**src/rtl/mem_dma_copy.sv**
```systemverilog
// mem_dma_copy: block copy engine that borrows the shared 16-bit byte-addressed memory port via bus_req/bus_gnt.
// Optional fill mode (constant byte writes) is built only when DMA_FILL_EN is defined.
module mem_dma_copy #(
    parameter int ALLOW_WIDE = 1,
    parameter int HOLD_BUS   = 0
) (
    input  logic        clk,
    input  logic        rst_n,
    input  logic        start,
    input  logic        abort,
    input  logic [15:0] cfg_src,
    input  logic [15:0] cfg_dst,
    input  logic [15:0] cfg_len,
    input  logic        cfg_fill,
    input  logic [7:0]  cfg_fill_val,
    output logic        busy,
    output logic        done,
    output logic        bus_req,
    input  logic        bus_gnt,
    output logic        m_en,
    output logic        m_wr,
    output logic        m_wide,
    output logic [15:0] m_addr,
    output logic [15:0] m_wdata,
    input  logic [15:0] m_rdata
);

    typedef enum logic [2:0] {
        S_IDLE,
        S_RD,
        S_CAP,
        S_WR,
        S_FIN
    } state_t;

    state_t      state_q;
    logic [15:0] src_q;
    logic [15:0] dst_q;
    logic [15:0] rem_q;
    logic [15:0] data_q;
    logic [15:0] addr_hold_q;
    logic [15:0] wdata_hold_q;
    logic        wide_q;

    logic        fill_q;
    logic [7:0]  fill_val_q;
    logic        start_fill;

    logic        in_rd;
    logic        in_wr;
    logic        acc_cycle;
    logic        acc_wide;
    logic        xfer_wide;
    logic [15:0] step;
    logic [15:0] rem_next;
    logic [15:0] wr_data;

`ifdef DMA_FILL_EN
    assign start_fill = cfg_fill;

    always_ff @(posedge clk or negedge rst_n) begin
        if (!rst_n) begin
            fill_q     <= 1'b0;
            fill_val_q <= 8'h00;
        end else if (state_q == S_IDLE && start && !abort) begin
            fill_q     <= cfg_fill;
            fill_val_q <= cfg_fill_val;
        end
    end
`else
    logic unused_fill;

    assign start_fill  = 1'b0;
    assign fill_q      = 1'b0;
    assign fill_val_q  = 8'h00;
    assign unused_fill = ^{cfg_fill, cfg_fill_val};
`endif

    // Port strobes follow bus_gnt in the same cycle, so they are decoded from state, not registered.
    always_comb begin
        // NOTE: every always_comb output gets a default first so no path can infer a latch.
        in_rd     = (state_q == S_RD);
        in_wr     = (state_q == S_WR);
        acc_cycle = (in_rd || in_wr) && bus_gnt;
        acc_wide  = (ALLOW_WIDE != 0) && (rem_q >= 16'd2);
        // Copy writes reuse the width picked at read time; fill writes pick it on the spot.
        xfer_wide = (in_rd || fill_q) ? acc_wide : wide_q;
        step      = xfer_wide ? 16'd2 : 16'd1;
        rem_next  = rem_q - step;
        wr_data   = fill_q ? {fill_val_q, fill_val_q} : data_q;

        m_en      = acc_cycle;
        m_wr      = acc_cycle && in_wr;
        m_wide    = acc_cycle && xfer_wide;
        m_addr    = acc_cycle ? (in_rd ? src_q : dst_q) : addr_hold_q;
        m_wdata   = (acc_cycle && in_wr) ? wr_data : wdata_hold_q;
    end

    always_ff @(posedge clk or negedge rst_n) begin
        if (!rst_n) begin
            state_q      <= S_IDLE;
            src_q        <= 16'h0000;
            dst_q        <= 16'h0000;
            rem_q        <= 16'h0000;
            data_q       <= 16'h0000;
            addr_hold_q  <= 16'h0000;
            wdata_hold_q <= 16'h0000;
            wide_q       <= 1'b0;
            busy         <= 1'b0;
            done         <= 1'b0;
            bus_req      <= 1'b0;
        end else begin
            // NOTE: state is updated with non-blocking assignments so every register sees pre-edge values.
            done <= 1'b0;

            // Address and write data hold their last driven values while the port is not granted.
            if (acc_cycle) begin
                addr_hold_q <= m_addr;
            end
            if (acc_cycle && in_wr) begin
                wdata_hold_q <= m_wdata;
            end

            if (abort && state_q != S_IDLE) begin
                state_q <= S_IDLE;
                busy    <= 1'b0;
                bus_req <= 1'b0;
            end else begin
                case (state_q)
                    S_IDLE: begin
                        if (start && !abort) begin
                            src_q <= cfg_src;
                            dst_q <= cfg_dst;
                            rem_q <= cfg_len;
                            if (cfg_len == 16'h0000) begin
                                state_q <= S_FIN;
                                done    <= 1'b1;
                            end else begin
                                state_q <= start_fill ? S_WR : S_RD;
                                busy    <= 1'b1;
                                bus_req <= 1'b1;
                            end
                        end
                    end

                    S_RD: begin
                        if (bus_gnt) begin
                            wide_q  <= acc_wide;
                            state_q <= S_CAP;
                            bus_req <= (HOLD_BUS != 0);
                        end
                    end

                    S_CAP: begin
                        // Byte reads arrive on the upper lane; realign so byte writes find them on [7:0].
                        data_q  <= wide_q ? m_rdata : {8'h00, m_rdata[15:8]};
                        state_q <= S_WR;
                        bus_req <= 1'b1;
                    end

                    S_WR: begin
                        if (bus_gnt) begin
                            src_q <= src_q + step;
                            dst_q <= dst_q + step;
                            rem_q <= rem_next;
                            if (rem_next == 16'h0000) begin
                                state_q <= S_FIN;
                                done    <= 1'b1;
                                busy    <= 1'b0;
                                bus_req <= 1'b0;
                            end else begin
                                state_q <= fill_q ? S_WR : S_RD;
                                bus_req <= 1'b1;
                            end
                        end
                    end

                    S_FIN: begin
                        state_q <= S_IDLE;
                    end

                    default: begin
                        state_q <= S_IDLE;
                        busy    <= 1'b0;
                        bus_req <= 1'b0;
                    end
                endcase
            end
        end
    end

endmodule

```
**config.mk**
```make
export PLATFORM = sky130hd
export DESIGN_NAME = mem_dma_copy
export DESIGN_NICKNAME = d
export VERILOG_FILES = /design/src/rtl/mem_dma_copy.sv
export SDC_FILE = /design/constraint.sdc
export NUM_CORES = 1
export LEC_CHECK = 0
export CAP_MARGIN = 20
export CORE_UTILIZATION = 52
export DETAILED_ROUTE_END_ITERATION = 12
export HOLD_SLACK_MARGIN = 0.03
export PLACE_DENSITY = 0.8
export SYNTH_ARGS = -nofsm -noshare
export SYNTH_HDL_FRONTEND = slang
export SYNTH_SLANG_ARGS = --single-unit
```
**constraint.sdc**
```tcl
create_clock -name clk -period 5.7 [get_ports clk]
set_input_delay 1.14 -clock clk [delete_from_list [all_inputs] [get_ports clk]]
set_output_delay 1.14 -clock clk [all_outputs]
set_load 0.03 [all_outputs]
```
==> results.toml, run 1 <==
[worst_setup_path]
crit_arrival_ps = 3350
critPathKind = "input port to output port"
crit_top_cell = "clkdlybuf4s50_1"
critical-path-max-stage-delay_ps = 610
cp_data_required_time_ps = 4560
crit_buf_inv = 3
critPathMaxFanout = 33
cp_top_family = "buffers and inverters"
slowest_stage = "clkdlybuf4s50_1"
cp-end-kind = "output port"
cp_cell_sequence = "clkdlybuf4s50_1 -> and3_1 -> buf_4 -> mux2_2 -> clkdlybuf4s50_1"
critPathLaunchType = "input port"

[floorplanning]
initial_core_util_pct = 53.8
die_h_um = 108
core_region_area_mm2 = 0.0109
design.portCount = 116
die_width_um = 108
dieArea_mm2 = 0.0117
rows = 38

[final_layout]
multi_input_area_mm2 = 0.00307
nFillCells = 874
n_antenna_cell = 0
register_area_mm2 = 0.00258
drive_gt1_share_pct = 9.50
area_growth_pct = 24.4
nets = 829

[yosys]
synthMuxAreaShare_pct = 10.6
synth_cells = 664
synth_top_family_by_area = "compound AO/OA/AOI/OAI gates"
yosys_warnings = 0
yosys.area_share.simple_pct = 18.0
synth.distinct_cells = 55
netlist_area_mm2 = 0.00588
async_flop_share_pct = 100
synth_flop_cell = "dfrtp_1"
synth-compound-area-share_pct = 20.3
synth_largest_area_cell = "dfrtp_1"
synth_area_leaders = "dfrtp_1, o21ai_0, mux2_2, nand2_1, a21oi_1"
synth_top_area_share_pct = 43.8
synth_fp_nets = 751
yosysSeqAreaShare_pct = 43.8
synth-adder-area-share_pct = 2.30
syn_area_per_cell_um2 = 8.86
ys_ff_latch = 103
synth_xor_area_share_pct = 0.893
synth_edf_count = 0

[clock_tree]
cts_tree = "yes"
clkTransAtPathRegs_ps = 70
htreeDepth = 3
clockRootBuffer = "clkbuf_16"
clkSinkCount = 103
cts_resized = 0
clockBufferDepth = 2
insertion_delay_ps = 350
numCtsBuffers = 9
postCtsSetupBuffers = 0
ctsHoldBuffers = 0

[pwr]
p_per_area_mw_per_mm2 = 374
seqPwrFrac_pct = 42.3
comb_power_share_pct = 36.0
p_int_w = 0.00169
clock_power_share_pct = 21.7
leakagePower_nw = 3.04
ir_drop_mv = 0.227
p_switching_w = 0.00105
switching_share_pct = 38.2

[timing]
fin_crit_sh_pct = 78.9
timing.final.ws_setup_ps = 1210
max_freq_mhz = 222
slew_violations = 0
worst_pin_slew_ps = 881
skew_ps = 8.71
final_hold_viol_count = 0
final-setup-viol-count = 0
rsz0062_at_grt = "no"
fin_hold_ws_ps = 471
slew_headroom_pct = 41.1
setup_tns_ps = 0
layout_min_cycle_time_ps = 4490

[route]
drt-pass1-iter-count = 5
postRouteAntennaNets = 0
vias = 5391
drt_iter0_drc = 436
wl_per_cell_um = 16.9
wl_mm = 15.0
vias_per_cell = 6.08
drc_errors = 0

[run]
maxCapViolCount = 0

[grt]
grt_busiest_layer = "met2"
grt_pass1_wl_mm = 24.5
grtUsageMet3_pct = 3.38
use_met2_pct = 42.5
antenna_found_initial = 0
met1_usage_pct = 37.8
overflow = 0
grt_pass1_vias = 5024
grt_max_degree = 72
groute.usage.overall_pct = 26.8

[placement]
dp_slack_ps = 1230
port_buffers = 106
dp_hpwl_mm = 10.5
place_congestion = 0.879

[min_path]
hp-class = "flop to flop"

[outcome]
status = "completed"
==> placed cells by master (no fill, tap or decap), types with 3 or more instances in the layout <==
cell	instances
a211oi_1	3
a21oi_1	62
a22oi_1	7
a2bb2oi_1	3
a32oi_1	5
and3_1	7
buf_4	8
clkbuf_16	9
clkdlybuf4s50_1	105
dfrtp_1	103
fa_1	3
ha_1	6
inv_1	13
inv_6	3
mux2_2	33
mux2i_1	25
nand2_1	82
nand3_1	19
nand4_1	11
nor2_1	45
nor2b_1	4
nor3_1	16
nor3b_1	3
nor4_1	7
o21ai_0	101
o22ai_1	10
o2bb2ai_1	3
or3_1	3
xnor2_1	4
==> flip-flops by register name, summed over array words and instances, names as in the netlist, 3 cells and up <==
name,flops
src_q,16
dst_q,16
data_q,16
addr_hold_q,16
wdata_hold_q,16
rem_q,16
state_q,3
==> metal layers <==
layer,share of wire [%],wire (µm)
met1,44,6660
met2,48,7190
met3,6.1,920
met4,1.5,225
met5,0,0
==> path summary, 6_finish.rpt <==
kind / from / to / slack [ps] / depth (start not counted)
max in group asynchronous: rst_n / addr_hold_q[7]$_DFFE_PN0P_ / 3730 / 2
worst max-delay path: bus_gnt / m_wdata[8] / 1210 / 5
min in group asynchronous: rst_n / addr_hold_q[0]$_DFFE_PN0P_ / 820 / 1
worst max register to register: rem_q[14]$_DFFE_PN0P_ / src_q[14]$_DFFE_PN0P_ / 1480 / 14
worst min register to register: addr_hold_q[1]$_DFFE_PN0P_ / addr_hold_q[1]$_DFFE_PN0P_ / 470 / 2
worst min-delay path: addr_hold_q[1]$_DFFE_PN0P_ / addr_hold_q[1]$_DFFE_PN0P_ / 470 / 2
==> worst reg2reg max path: cells and delay by family (launching register included) <==
family	cells	cell delay, ps
simple gates	7	2380
mux	1	170
fa+ha+maj	2	590
buf+inv	2	290
flops	1	430
compound gates	2	230
==> power groups by stage <==
stage          clock (W)  sequential [W]  combinational, W
5_1_grt         0.000637         0.00119           0.00108
3_5_place_dp           0         0.00117          0.000984
2_1_floorplan          0         0.00110          0.000658
4_1_cts         0.000602         0.00116          0.000988
3_3_place_gp           0         0.00115          0.000951
6_report        0.000593         0.00116          0.000987
==> cells in the mapped netlist (3+ instances only) <==
cell type  count
mux2_2        33
dfrtp_1      103
and3_1         7
o2bb2ai_1      3
nor4_1         7
o22ai_1       10
nor3_1        17
or3_1          3
buf_2          7
inv_1         13
and2_1         3
nand3_1       19
a211oi_1       3
nand2_1       83
o21ai_0      101
xnor2_1        4
a32oi_1        5
mux2i_1       25
nand4_1       11
nor2_1        45
ha_1           6
a22oi_1        7
a2bb2oi_1      3
nor2b_1        4
nor3b_1        3
a21oi_1       62
clkbuf_1      38
fa_1           3
==> through the flow <==
stage	instances	power [W]	utilization (%)	instance area [µm²]
finish	887	0.00274	66.9	7320
global route	887	0.00291	66.9	7320
CTS	885	0.00274	66.4	7260
detailed placement	869	0.00215	63.9	6980
global placement	869	0.00210	63.9	6980
floorplan	664	0.00176	-	5880
==> kinds of logic (layout without fill, tap and decap cells) <==
logic type | Yosys count | after routing
AO/OA/AOI/OAI | 212 | 212
XOR/XNOR | 6 | 6
multiplexers | 58 | 58
adder cells (fa/ha/maj) | 9 | 9
buffers and inverters | 61 | 144
AND/OR/NAND/NOR | 215 | 215
flip-flops | 103 | 103
==> layout make-up <==
type | instances | share of cell area [%]
clock buffers | 9 | 3.08
clock inverters | 7 | 0.769
inverters | 13 | 0.667
multi-input cells | 500 | 41.9
flip-flops and latches | 103 | 35.2
well taps | 140 | 2.39
repair buffers | 115 | 15.9
Power figures use the tool's default switching activity.
==> run 2, diff against run 1 <==
- CORE_UTILIZATION: 52 -> 47
- PLACE_DENSITY: 0.8 -> 0.77
- clock period: 5.7 -> 4.1 ns (I/O delays scaled with it)
==> results.toml, run 2 (synthesis results as in run 1) <==
[final_layout]
nets = 839
drive_gt1_share_pct = 12.0
mostFrequentLayoutCells = "dfrtp_1, o21ai_0, clkdlybuf4s50_1"
multi_input_area_mm2 = 0.00311
n_antenna_cell = 0
area_growth_pct = 26.9
nFillCells = 1047
final_cells = 925
final_common_cell = "dfrtp_1"
register_area_mm2 = 0.00258

[clock_tree]
postCtsSetupBuffers = 0
insertion_delay_ps = 350
clkTransAtPathRegs_ps = 70
numCtsBuffers = 9
clkSinkCount = 103
cts_tree = "yes"
clockRootBuffer = "clkbuf_16"
clockBufferDepth = 2
htreeDepth = 3
ctsHoldBuffers = 0

[worst_setup_path]
critPathKind = "flop to flop"
slowest_stage = "or4b_2"
cp_data_required_time_ps = 4300
worstReg2RegStart = "rem_q[14]$_DFFE_PN0P_"
cp-startpoint = "rem_q[14]$_DFFE_PN0P_"
cp_cell_sequence = "nor3_2 -> nand4_1 -> or4b_2 -> mux2i_4 -> buf_4 -> ha_1 -> inv_1 -> fa_1 -> nor2b_1 -> and3_2 -> nand3_1 -> or3_1 -> o22ai_1 -> a21oi_1"
crit_arrival_ps = 4110
critPathMaxFanout = 5
critPathLaunchType = "flop"
cp-end-kind = "flop"
reg2reg_depth = 14
critical-path-max-stage-delay_ps = 700

[timing]
final_hold_viol_count = 0
slew_headroom_pct = 38.8
slew_violations = 0
worst_pin_slew_ps = 918
final-setup-viol-count = 0
setup_tns_ps = 0
skew_ps = 6.56
max_freq_mhz = 256
rsz0062_at_grt = "no"
fin_crit_sh_pct = 95.4
layout_min_cycle_time_ps = 3910

[placement]
place_congestion = 0.892
port_buffers = 106
dp_cells = 908
dp_hpwl_mm = 11.2

[floorplanning]
die_width_um = 114
core_region_area_mm2 = 0.0121
die_h_um = 114
dieArea_mm2 = 0.0130
initial_core_util_pct = 48.6
design.portCount = 116
rows = 40

[run]
maxCapViolCount = 0

[route]
postRouteAntennaNets = 0
wl_mm = 15.8
drt-pass1-iter-count = 4
drc_errors = 0
vias_per_cell = 5.93
vias = 5487
drt_iter0_drc = 387
wl_per_cell_um = 17.0

[min_path]
hold_depth = 2
holdCritStartpoint = "addr_hold_q[7]$_DFFE_PN0P_"
hp-class = "flop to flop"

[grt]
grt_pass1_wl_mm = 25.5
grt_pass1_vias = 5210
grt_max_degree = 72
antenna_found_initial = 0
overflow = 0
groute.usage.overall_pct = 25.0

[outcome]
status = "completed"

[pwr]
p_per_area_mw_per_mm2 = 518
leakagePower_nw = 3.09
ir_drop_mv = 0.210
==> run 2: cell count changes in the layout (fill, tap and decap cells not counted), sizes merged <==
| cell | delta |
|---|---|
| buf | +14 |
| clkdlybuf4s50 | -4 |
| clkinvlp | +2 |
| clkinv | -1 |
| inv | -1 |
==> run 2: metrics by stage <==
step                total power, W  setup slack (ps)  instance area [µm²]  utilization [%]  hold WS [ps]
global route               0.00409              12.1                 7470             61.6           495
CTS                        0.00386              53.2                 7430             61.3           475
finish                     0.00387               190                 7470             61.6           472
global placement           0.00296              38.7                 7130             58.9           451
detailed placement         0.00304             -34.7                 7130             58.9           459
floorplan                  0.00245               128                 5880                -           439
==> run 2: cell type report <==
class / instances / share of cell area [%]
well taps: 168 / 2.82
clock buffers: 9 / 3.02
repair buffers: 125 / 16.6
multi-input cells: 500 / 41.6
inverters: 13 / 0.654
flip-flops and latches: 103 / 34.5
clock inverters: 7 / 0.754
==> run 2: final timing paths <==
kind                                           endpoint  slack (ps)
setup / recovery                  src_q[12]$_DFFE_PN0P_         190
hold / removal               addr_hold_q[7]$_DFFE_PN0P_         470
setup reg to reg                  src_q[12]$_DFFE_PN0P_         190
hold reg to reg              addr_hold_q[7]$_DFFE_PN0P_         470
max in group asynchronous         src_q[12]$_DFFE_PN0P_        2700
min in group asynchronous  wdata_hold_q[11]$_DFFE_PN0P_         560
==> run 2: routing by layer <==
layer  GRT usage (%)  share of wire [%]
met5               0                  0
met4            7.53                1.4
met3            3.93                5.9
met2            41.4                 48
met1            34.0                 44
==> run 2: worst max-delay path, delay by kind of cell (launching register included) <==
family,cells,cell delay (ps)
buf+inv,2,260
simple gates,7,2050
flops,1,430
mux,1,230
compound gates,2,240
fa+ha+maj,2,550
==> run 2: power by group <==
| part | internal, W | total [W] | switching, W |
|---|---|---|---|
| Sequential | 0.00133 | 0.00161 | 0.000286 |
| Clock | 0.000418 | 0.000816 | 0.000398 |
| Combinational | 0.000633 | 0.00144 | 0.000804 |
| Total | 0.00238 | 0.00387 | 0.00149 |
==> run 2: timing repair <==
item,in CTS,in global routing
gates resized for setup,3,5
endpoints found under the setup margin,6,9
pin swaps,0,0
